[src/rtl/bin2bcd_pkg.sv]
// Shared types and constants for the sequential binary-to-BCD converter.
// Holds the FSM state encoding and the add-3 digit adjust constants.
package bin2bcd_pkg;

    typedef enum logic [1:0] {
        ST_IDLE  = 2'd0,
        ST_SHIFT = 2'd1,
        ST_DONE  = 2'd2
    } state_e;

    localparam int BCD_DIGIT_W    = 4;
    localparam int BCD_ADJ_THRESH = 5;
    localparam int BCD_ADJ_ADD    = 3;

endpackage

[src/rtl/bcd_digit_adj.sv]
// Combinational double-dabble digit cell: add 3 (mod 16) when digit >= 5.
// One instance per BCD digit of the accumulator.
module bcd_digit_adj
    import bin2bcd_pkg::*;
(
    input  logic [BCD_DIGIT_W-1:0] d_i,
    output logic [BCD_DIGIT_W-1:0] d_o
);

    // Pre-shift correction so the following doubling carries in decimal
    always_comb begin
        d_o = d_i;
        if (d_i >= BCD_DIGIT_W'(BCD_ADJ_THRESH)) begin
            d_o = d_i + BCD_DIGIT_W'(BCD_ADJ_ADD);
        end
    end

endmodule

[src/rtl/bin2bcd_seq.sv]
// Sequential binary-to-BCD converter, one input bit per clock (double dabble).
// Optional two's-complement input with sign output: BIN2BCD_SIGNED_EN.
module bin2bcd_seq
    import bin2bcd_pkg::*;
#(
    parameter int W      = 14,
    parameter int DIGITS = 5
) (
    input  logic                          clk,
    input  logic                          rst,
    input  logic                          in_valid,
    output logic                          in_ready,
    input  logic [W-1:0]                  in_bin,
    output logic                          out_valid,
    input  logic                          out_ready,
    output logic [BCD_DIGIT_W*DIGITS-1:0] out_bcd,
    output logic                          out_ovf,
    output logic                          out_neg
);

    localparam int BW = BCD_DIGIT_W * DIGITS;
    localparam int CW = $clog2(W);

    state_e         state_q, state_d;
    logic [W-1:0]   sr_q, sr_d;
    logic [BW-1:0]  acc_q, acc_d;
    logic [BW-1:0]  adj;
    logic [CW-1:0]  cnt_q, cnt_d;
    logic           ovf_q, ovf_d;
    logic [W-1:0]   load_val;

    for (genvar g = 0; g < DIGITS; g++) begin : g_adj
        bcd_digit_adj u_adj (
            .d_i (acc_q[g*BCD_DIGIT_W +: BCD_DIGIT_W]),
            .d_o (adj[g*BCD_DIGIT_W +: BCD_DIGIT_W])
        );
    end

`ifdef BIN2BCD_SIGNED_EN
    logic neg_q, neg_d;

    // Magnitude of the operand; -2^(W-1) maps to 2^(W-1) as unsigned
    always_comb begin
        load_val = in_bin;
        if (in_bin[W-1]) begin
            load_val = (~in_bin) + {{(W-1){1'b0}}, 1'b1};
        end
    end

    // Sign flag, captured on accept
    always_comb begin
        neg_d = neg_q;
        if (state_q == ST_IDLE && in_valid) begin
            neg_d = in_bin[W-1];
        end
    end

    // Sign register
    always_ff @(posedge clk or posedge rst) begin
        if (rst) begin
            neg_q <= 1'b0;
        end else begin
            neg_q <= neg_d;
        end
    end

    assign out_neg = neg_q;
`else
    assign load_val = in_bin;
    assign out_neg  = 1'b0;
`endif

    // Next state and datapath: load on accept, adjust-then-shift per bit
    always_comb begin
        state_d = state_q;
        sr_d    = sr_q;
        acc_d   = acc_q;
        cnt_d   = cnt_q;
        ovf_d   = ovf_q;
        unique case (state_q)
            ST_IDLE: begin
                if (in_valid) begin
                    sr_d    = load_val;
                    acc_d   = '0;
                    ovf_d   = 1'b0;
                    cnt_d   = CW'(W - 1);
                    state_d = ST_SHIFT;
                end
            end
            ST_SHIFT: begin
                acc_d = {adj[BW-2:0], sr_q[W-1]};
                sr_d  = {sr_q[W-2:0], 1'b0};
                ovf_d = ovf_q | adj[BW-1];
                if (cnt_q == '0) begin
                    state_d = ST_DONE;
                end else begin
                    cnt_d = cnt_q - CW'(1);
                end
            end
            ST_DONE: begin
                if (out_ready) begin
                    state_d = ST_IDLE;
                end
            end
            default: begin
                state_d = ST_IDLE;
            end
        endcase
    end

    // State and datapath registers
    always_ff @(posedge clk or posedge rst) begin
        if (rst) begin
            state_q <= ST_IDLE;
            sr_q    <= '0;
            acc_q   <= '0;
            cnt_q   <= '0;
            ovf_q   <= 1'b0;
        end else begin
            state_q <= state_d;
            sr_q    <= sr_d;
            acc_q   <= acc_d;
            cnt_q   <= cnt_d;
            ovf_q   <= ovf_d;
        end
    end

    assign in_ready  = (state_q == ST_IDLE);
    assign out_valid = (state_q == ST_DONE);
    assign out_bcd   = acc_q;
    assign out_ovf   = ovf_q;

endmodule

[config.mk]
export PLATFORM = sky130hd
export DESIGN_NAME = bin2bcd_seq
export DESIGN_NICKNAME = d
export VERILOG_FILES = /design/src/rtl/bin2bcd_pkg.sv /design/src/rtl/bcd_digit_adj.sv /design/src/rtl/bin2bcd_seq.sv
export SDC_FILE = /design/constraint.sdc
export NUM_CORES = 1
export LEC_CHECK = 0
export BUFFER_PORTS_ARGS = -buffer_cell sky130_fd_sc_hd__buf_2
export CORE_MARGIN = 5
export CORE_UTILIZATION = 60
export DETAILED_ROUTE_END_ITERATION = 16
export GPL_ROUTABILITY_DRIVEN = 0
export PLACE_DENSITY = 0.87
export SLEW_MARGIN = 20
export SYNTH_ARGS = -nofsm -noshare
export SYNTH_HDL_FRONTEND = slang
export SYNTH_SLANG_ARGS = --single-unit
[constraint.sdc]
create_clock -name clk -period 3.45 [get_ports clk]
set_clock_uncertainty 0.15 [all_clocks]
set_input_delay 0.69 -clock clk [delete_from_list [all_inputs] [get_ports clk]]
set_output_delay 0.69 -clock clk [all_outputs]
set_load 0.03 [all_outputs]
==> metrics.md, run 1 <==
| Metric | Value |
|---|---|
| N_diodes | `0` |
| VDD IR max | `~0.54 mV` |
| Max_cap viols | `0` |
| Share of cells above drive strength 1 | `between 20% and 30%` |
| Post-synthesis simple-gate area fraction | `12.5%` |
| Crit Path Category | `reg -> out` |
| Pre-antenna DRT Iters | `4` |
| Count leader, synth | `dfrtp_1` |
| #FFs+latches synth | `41` |
| Worst slew margin | `37.4%` |
| Pwr Density | `987 nW/µm²` |
| Worst-path fanout max | `31` |
| Status | `completed` |
| Pre-CTS setup slack | `1.23 ns` |
| Worst hold margin | `between 0.3 and 0.4 ns` |
| WL per Instance | `14.9 µm` |
| Worst setup SP type | `flip-flop` |
| Hold_sp | `sr_q[1]` |
| Netlist cell types | `40` |
| # Post-CTS Setup Buffers | `0` |
| Max Freq | `0.399 GHz` |
| Final Util | `roughly two thirds` |
| Grt peak-use layer | `met2` |
| Drt via density | `between 5 and 6` |
| CP startpoint | `state_q[0]` |
| Final Hold Fails | `0` |
| Initial antenna violation count | `0` |
| Clk_lat worst skew | `about 0.29 ns` |
| Vert. Die Dim | `between 70 and 80 µm` |
| Gate Count Post-Synth | `238` |
| Post-Synth XOR/XNOR Area | `1.82%` |
| Compound-Gate Fraction of Synth Area | `26.9%` |
| Yosys warnings | `0` |
| Setup TNS | `0 ns` |
| # clock sinks | `41` |
| Post-Place Cells | `315` |
| DP Wirelength | `3390 µm` |
| Initial Util | `60.9%` |
| CTS H-tree depth | `2` |
| Largest family of logic cells by synthesized area | `compound AO/OA/AOI/OAI gates` |
| Flop2flop setup slack | `1.21 ns` |
| CTS resizes | `0` |
| Mapped Area | `2400 µm²` |
| Die Wd | `73.2 µm` |
| DRC violations left | `0` |
| Area grow syn2layout | `9.28%` |
| Static Leak | `~1.2 nW` |
| Fin cells | `roughly 320` |
| Syn nets | `267` |
| Post-synth top cells | `dfrtp_1 (41), inv_1 (27), nand2_1 (27), o21ai_0 (14), ha_1 (11)` |
| Unrepaired setup endpoints after global routing | `false` |
| Post-Synth Adder-Cell Area | `5.74%` |
| Clock buffer depth | `2` |
| Worst-path clk slew | `0.07 ns` |
| Top FF cell, synth | `dfrtp_1` |
| Synth async-reset ratio | `100%` |
| CP endpoint kind | `primary output` |
| Post-route ant nets | `0` |
| Hold crit path type | `reg -> reg` |
| M1 GR Usage | `25.3%` |
| # hold bufs at CTS | `0` |
| Vias in the first global route | `approximately 1800` |
| Post-synthesis sequential area ratio | `a little over two fifths` |
| Synth area leaders | `dfrtp_1 (43%), ha_1 (5.7%), inv_1 (4.2%), nand2_1 (4.2%), o2111ai_1 (3.6%)` |
| Global routing usage on met2 | `31.6%` |
| Post-synthesis mux area share | `0.469%` |
| CTS tree | `done` |
| Largest net degree at the start of global routing | `42` |
| R2r startpoint | `state_q[0]` |
| Io pins | `42` |
| CORE AREA | `a little under 4000 µm²` |
| FF-to-FF path depth | `3` |
| GRT Total Usage | `about a fifth` |
| Row Count | `23` |
| Met3 usage | `under 10%` |
| Synth Area per Inst | `10.1 µm²` |
| WL final | `4820 µm` |
| Req. time, crit path | `2.61 ns` |
| Vias | `approximately 1800` |
| Reg2reg end | `out_bcd[10]` |
| Crit path DAT | `1.66 ns` |
| Worst-Margin Slew | `around 0.94 ns` |
| Cell taking the most area after synthesis | `dfrtp_1` |
| Nets | `between 300 and 400` |
| CTS Buf Count | `5` |
| Slew Viols, Final | `0` |
| Root Buffer | `clkbuf_8` |
| GRT overflow | `0` |
| Hold Crit Endpoint | `sr_q[1]` |
| Post-synth EDFFs | `0` |
| Die area | `5360 µm²` |
| Iteration-0 DRC Markers | `90` |
| # setup viols final | `0` |
| Worst hold path stage count | `2` |
| Tcrit/Tclk final | `between 70% and 80%` |
| I/O Buffers | `40` |
| Min Tclk post-route | `between 2 and 3 ns` |
| Area share of the largest cell type after synthesis | `between 40% and 50%` |
| Final critical-path setup slack | `0.946 ns` |
| First-pass GRT wire length | `between 8000 and 9000 µm` |
==> metrics by stage <==
step	instance area (µm²)	power [mW]
floorplan	2400	2.04
global placement	2540	2.26
detailed placement	2540	2.31
CTS	2620	2.61
global route	2620	2.81
finish	2620	2.59
==> cell type report <==
class | instances | area (µm²)
clock inverter | 2 | 10.0
timing repair buffer | 41 | 208
fill | 316 | 1320
tap | 50 | 62.6
inverter | 27 | 101
sequential | 41 | 1030
multi-input combinational | 156 | 1140
clock buffer | 6 | 72.6
==> power by group <==
part           leakage (nW)  switching [mW]  internal [mW]
logic                 0.673           0.827          0.546
clock network        0.0450           0.160          0.140
registers             0.526           0.231          0.685
total                  1.24            1.22           1.37
==> flip-flops by register name (all words and copies together) (netlist names) <==
name     cells
sr_q        14
out_ovf      1
state_q      2
cnt_q        4
out_bcd     20
==> worst max-delay path, stage by stage, from the launching register on <==
cell and delay, ns:
dfrtp_1 0.96, nor2b_1 0.17, buf_2 0.24
==> kinds of logic (layout without fill, tap and decap cells) <==
| group | count (synthesis) | in the layout |
|---|---|---|
| compound gates | 84 | 84 |
| simple gates | 54 | 54 |
| flops | 41 | 41 |
| buf+inv | 41 | 76 |
| fa+ha+maj | 11 | 11 |
| xor+xnor | 5 | 5 |
| other cells | 1 | 1 |
| mux | 1 | 1 |
==> placed cells by master (no fill, tap or decap), types with 6 or more instances in the layout <==
master      n
a22oi_1     7
nor2b_1     7
o31ai_1     6
ha_1       11
o21ai_1     7
nand2b_1    8
o2111ai_1  10
nand2_1    27
dfrtp_1    41
a21oi_1     7
buf_2      40
and3b_1     6
o21ai_0    14
inv_1      27
==> layer usage <==
metal / vias to the layer above / wire, µm
met3: 6 / 291
met4: 0 / 67
li1: 921 / -
met2: 44 / 2210
met1: 866 / 2250
met5: - / 0
==> worst max path at each step <==
stage | end | slack (ns) | cells after the start
global placement | cnt_q[2] | 1.26 | 3
detailed placement | out_bcd[18] | 1.23 | 3
CTS | out_valid | 0.94 | 2
floorplan | in_ready | 1.39 | 4
finish | out_valid | 0.95 | 2
global route | out_valid | 0.78 | 2
(Power assumes the default switching activity.)
==> run 2, diff against run 1 <==
ABC_AREA = 1   (was unset)
CORE_UTILIZATION = 49   (was 60)
PLACE_DENSITY = 0.77   (was 0.87)
clock period = 2.3 ns   (was 3.45 ns; I/O delays follow)
==> run 2 against run 1 <==
Sequential power is 46% higher. Cell count is 16% higher. Die area is 10% higher. Synthesized cell count is 18% higher. Global-route usage is 2.9 points lower. Setup slack worse by 0.42 ns. Cell area is 4.2% lower.
==> metrics.md, run 2 <==
| Metric | Value |
|---|---|
| Crit path DAT | `1.17 ns (-0.49 ns)` |
| Fin cells | `376 (+16%)` |
| Clock buffer depth | `2 (unchanged)` |
| Status | `completed` |
| CTS Buf Count | `5 (unchanged)` |
| Slew Viols, Final | `0 (unchanged)` |
| Commonest non-fill, non-tap cell in the layout | `nand2_1` |
| Post-synth top cells | `nand2_1 (89), dfrtp_1 (41), nor2_1 (33), inv_1 (28), nand3_1 (26)` |
| # hold bufs at CTS | `0 (unchanged)` |
| Post-synth EDFFs | `0 (unchanged)` |
| # fillers | `392 (+24%)` |
| DP Wirelength | `3340 µm (-1.5%)` |
| Initial Util | `50.4% (-10 points)` |
| Worst-path clk slew | `0.08 ns (about the same)` |
| Final critical-path setup slack | `0.524 ns (-0.423 ns)` |
| Share of cells above drive strength 1 | `16.4% (-4.5 points)` |
| # setup viols final | `0 (unchanged)` |
| Clk_lat worst skew | `0.29 ns (about the same)` |
| Synth Area per Inst | `7.78 µm² (-23%)` |
| Gate Count Post-Synth | `282 (+18%)` |
| Req. time, crit path | `1.69 ns (-0.92 ns)` |
| Vert. Die Dim | `76.9 µm (+5.0%)` |
| Vias | `1931 (+5.1%)` |
| CTS H-tree depth | `2 (unchanged)` |
| I/O Buffers | `40 (unchanged)` |
| GRT overflow | `0 (unchanged)` |
| Hold crit path type | `in -> async` |
| Synth async-reset ratio | `100% (unchanged)` |
| Row Count | `24 (+4.3%)` |
| Final Hold Fails | `0 (unchanged)` |
| Post-Place Cells | `368 (+17%)` |
| Die Wd | `76.9 µm (+5.0%)` |
| Post-synthesis sequential area ratio | `46.8% (+4.0 points)` |
| Pre-antenna DRT Iters | `4 (unchanged)` |
| #FFs+latches synth | `41 (unchanged)` |
| Iteration-0 DRC Markers | `103 (+14%)` |
| Max reg flops | `20 (unchanged)` |
| Min Tclk post-route | `~1.8 ns` |
| Netlist cell types | `19 (-53%)` |
| Worst setup SP type | `flip-flop` |
| Initial antenna violation count | `0 (unchanged)` |
| First-pass GRT wire length | `8180 µm (about the same)` |
| CTS resizes | `0 (unchanged)` |
| Max Freq | `approximately 0.56 GHz` |
| Drt via density | `5.14 (-9.7%)` |
| WL final | `4640 µm (-3.8%)` |
| DRC violations left | `0 (unchanged)` |
| Mapped Area | `2190 µm² (-8.6%)` |
| Unrepaired setup endpoints after global routing | `false` |
| Most frequent cells in the layout | `nand2_1 (89), dfrtp_1 (41), buf_2 (40)` |
| Pre-CTS setup slack | `0.584 ns (-0.642 ns)` |
| Area grow syn2layout | `14.4%` |
| Max_cap viols | `0 (unchanged)` |
| Synth area leaders | `dfrtp_1 (47%), nand2_1 (15%), ha_1 (6.3%), nand3_1 (5.9%), nor2_1 (5.6%)` |
| Die area | `5920 µm² (+10%)` |
| Crit Path Category | `reg -> out` |
| Post-route ant nets | `0 (unchanged)` |
| Static Leak | `1.36 nW (+9.0%)` |
| Io pins | `42 (unchanged)` |
| Largest net degree at the start of global routing | `42 (unchanged)` |
| Worst-Margin Slew | `0.505 ns (-0.435 ns)` |
| Worst-path fanout max | `3 (-90%)` |
| N_diodes | `0 (unchanged)` |
| CP endpoint kind | `primary output` |
| Final Power | `3.99 mW (+54%)` |
| Syn nets | `311 (+16%)` |
| Yosys warnings | `0 (unchanged)` |
| Pwr Density | `1590 nW/µm² (+61%)` |
| Count leader, synth | `nand2_1` |
| Setup TNS | `0 ns (unchanged)` |
| CORE AREA | `4350 µm² (+10%)` |
| Tcrit/Tclk final | `between 70% and 80%` |
| Area share of the largest cell type after synthesis | `46.8% (+4.0 points)` |
| GRT Total Usage | `16.7% (-2.9 points)` |
| Cell taking the most area after synthesis | `dfrtp_1` |
| Vias in the first global route | `1891 (+4.6%)` |
| CTS tree | `done` |
| # clock sinks | `41 (unchanged)` |
| Top FF cell, synth | `dfrtp_1` |
| WL per Instance | `12.3 µm (-17%)` |
| Worst slew margin | `66.4% (+29 points)` |
| VDD IR max | `0.594 mV (+9.8%)` |
| Root Buffer | `clkbuf_8` |
| Nets | `352 (+17%)` |
| # Post-CTS Setup Buffers | `0 (unchanged)` |
## run 2: metal layers
| metal | GRT usage (%) | part of all wire [%] |
|---|---|---|
| met5 | 0 | 0 |
| met4 | 5.42 | 1.2 |
| met3 | 4.80 | 5.1 |
| met2 | 29.1 | 49 |
| met1 | 19.6 | 44 |
## run 2: cell type report
cell class                 count  area, µm²  area share, %
multi-input combinational    204        995           39.6
inverter                      29        109           4.33
sequential                    41       1030           40.9
clock buffer                   7       96.3           3.84
clock inverter                 1       5.00          0.199
timing repair buffer          42        215           8.57
tap                           52       65.1           2.59
## run 2: report_power, final
part / internal, mW / switching [mW]
Clock: 0.271 / 0.246
Combinational: 0.692 / 1.44
Sequential: 1.06 / 0.282
## run 2: path summary, 6_finish.rpt
check	start	end	slack, ns	depth (start not counted)
worst max-delay path	state_q[0]	in_ready	0.52	2
worst min-delay path	rst	out_bcd[7]	0.12	3
worst max register to register	state_q[1]	cnt_q[1]	0.57	7
worst min register to register	sr_q[0]	sr_q[0]	0.34	2
max in group asynchronous	rst	state_q[1]	1.53	3
min in group clk	out_ready	state_q[1]	0.21	2
## run 2: worst max-delay path, stage by stage, from the launching register on
cell and delay (ns):
dfrtp_1 0.43, nor2_1 0.20, buf_2 0.24
## run 2: logic make-up after synthesis
kind of cell / Yosys count / share of synthesized area, %
other: 1 / 0.171
AND/OR/NAND/NOR: 161 / 30.7
buffers and inverters: 37 / 7.92
flip-flops: 41 / 46.8
AO/OA/AOI/OAI: 31 / 8.15
adder cells (fa/ha/maj): 11 / 6.27
## run 2: through the flow
| step | hold WS (ns) | util, % | area [µm²] |
|---|---|---|---|
| after floorplan | 0.292 | - | 2190 |
| after detailed placement | 0.321 | 55.3 | 2410 |
| after global placement | 0.324 | 55.3 | 2410 |
| after CTS | 0.147 | 57.7 | 2510 |
| final | 0.124 | 57.7 | 2510 |
| after global routing | 0.182 | 57.7 | 2510 |
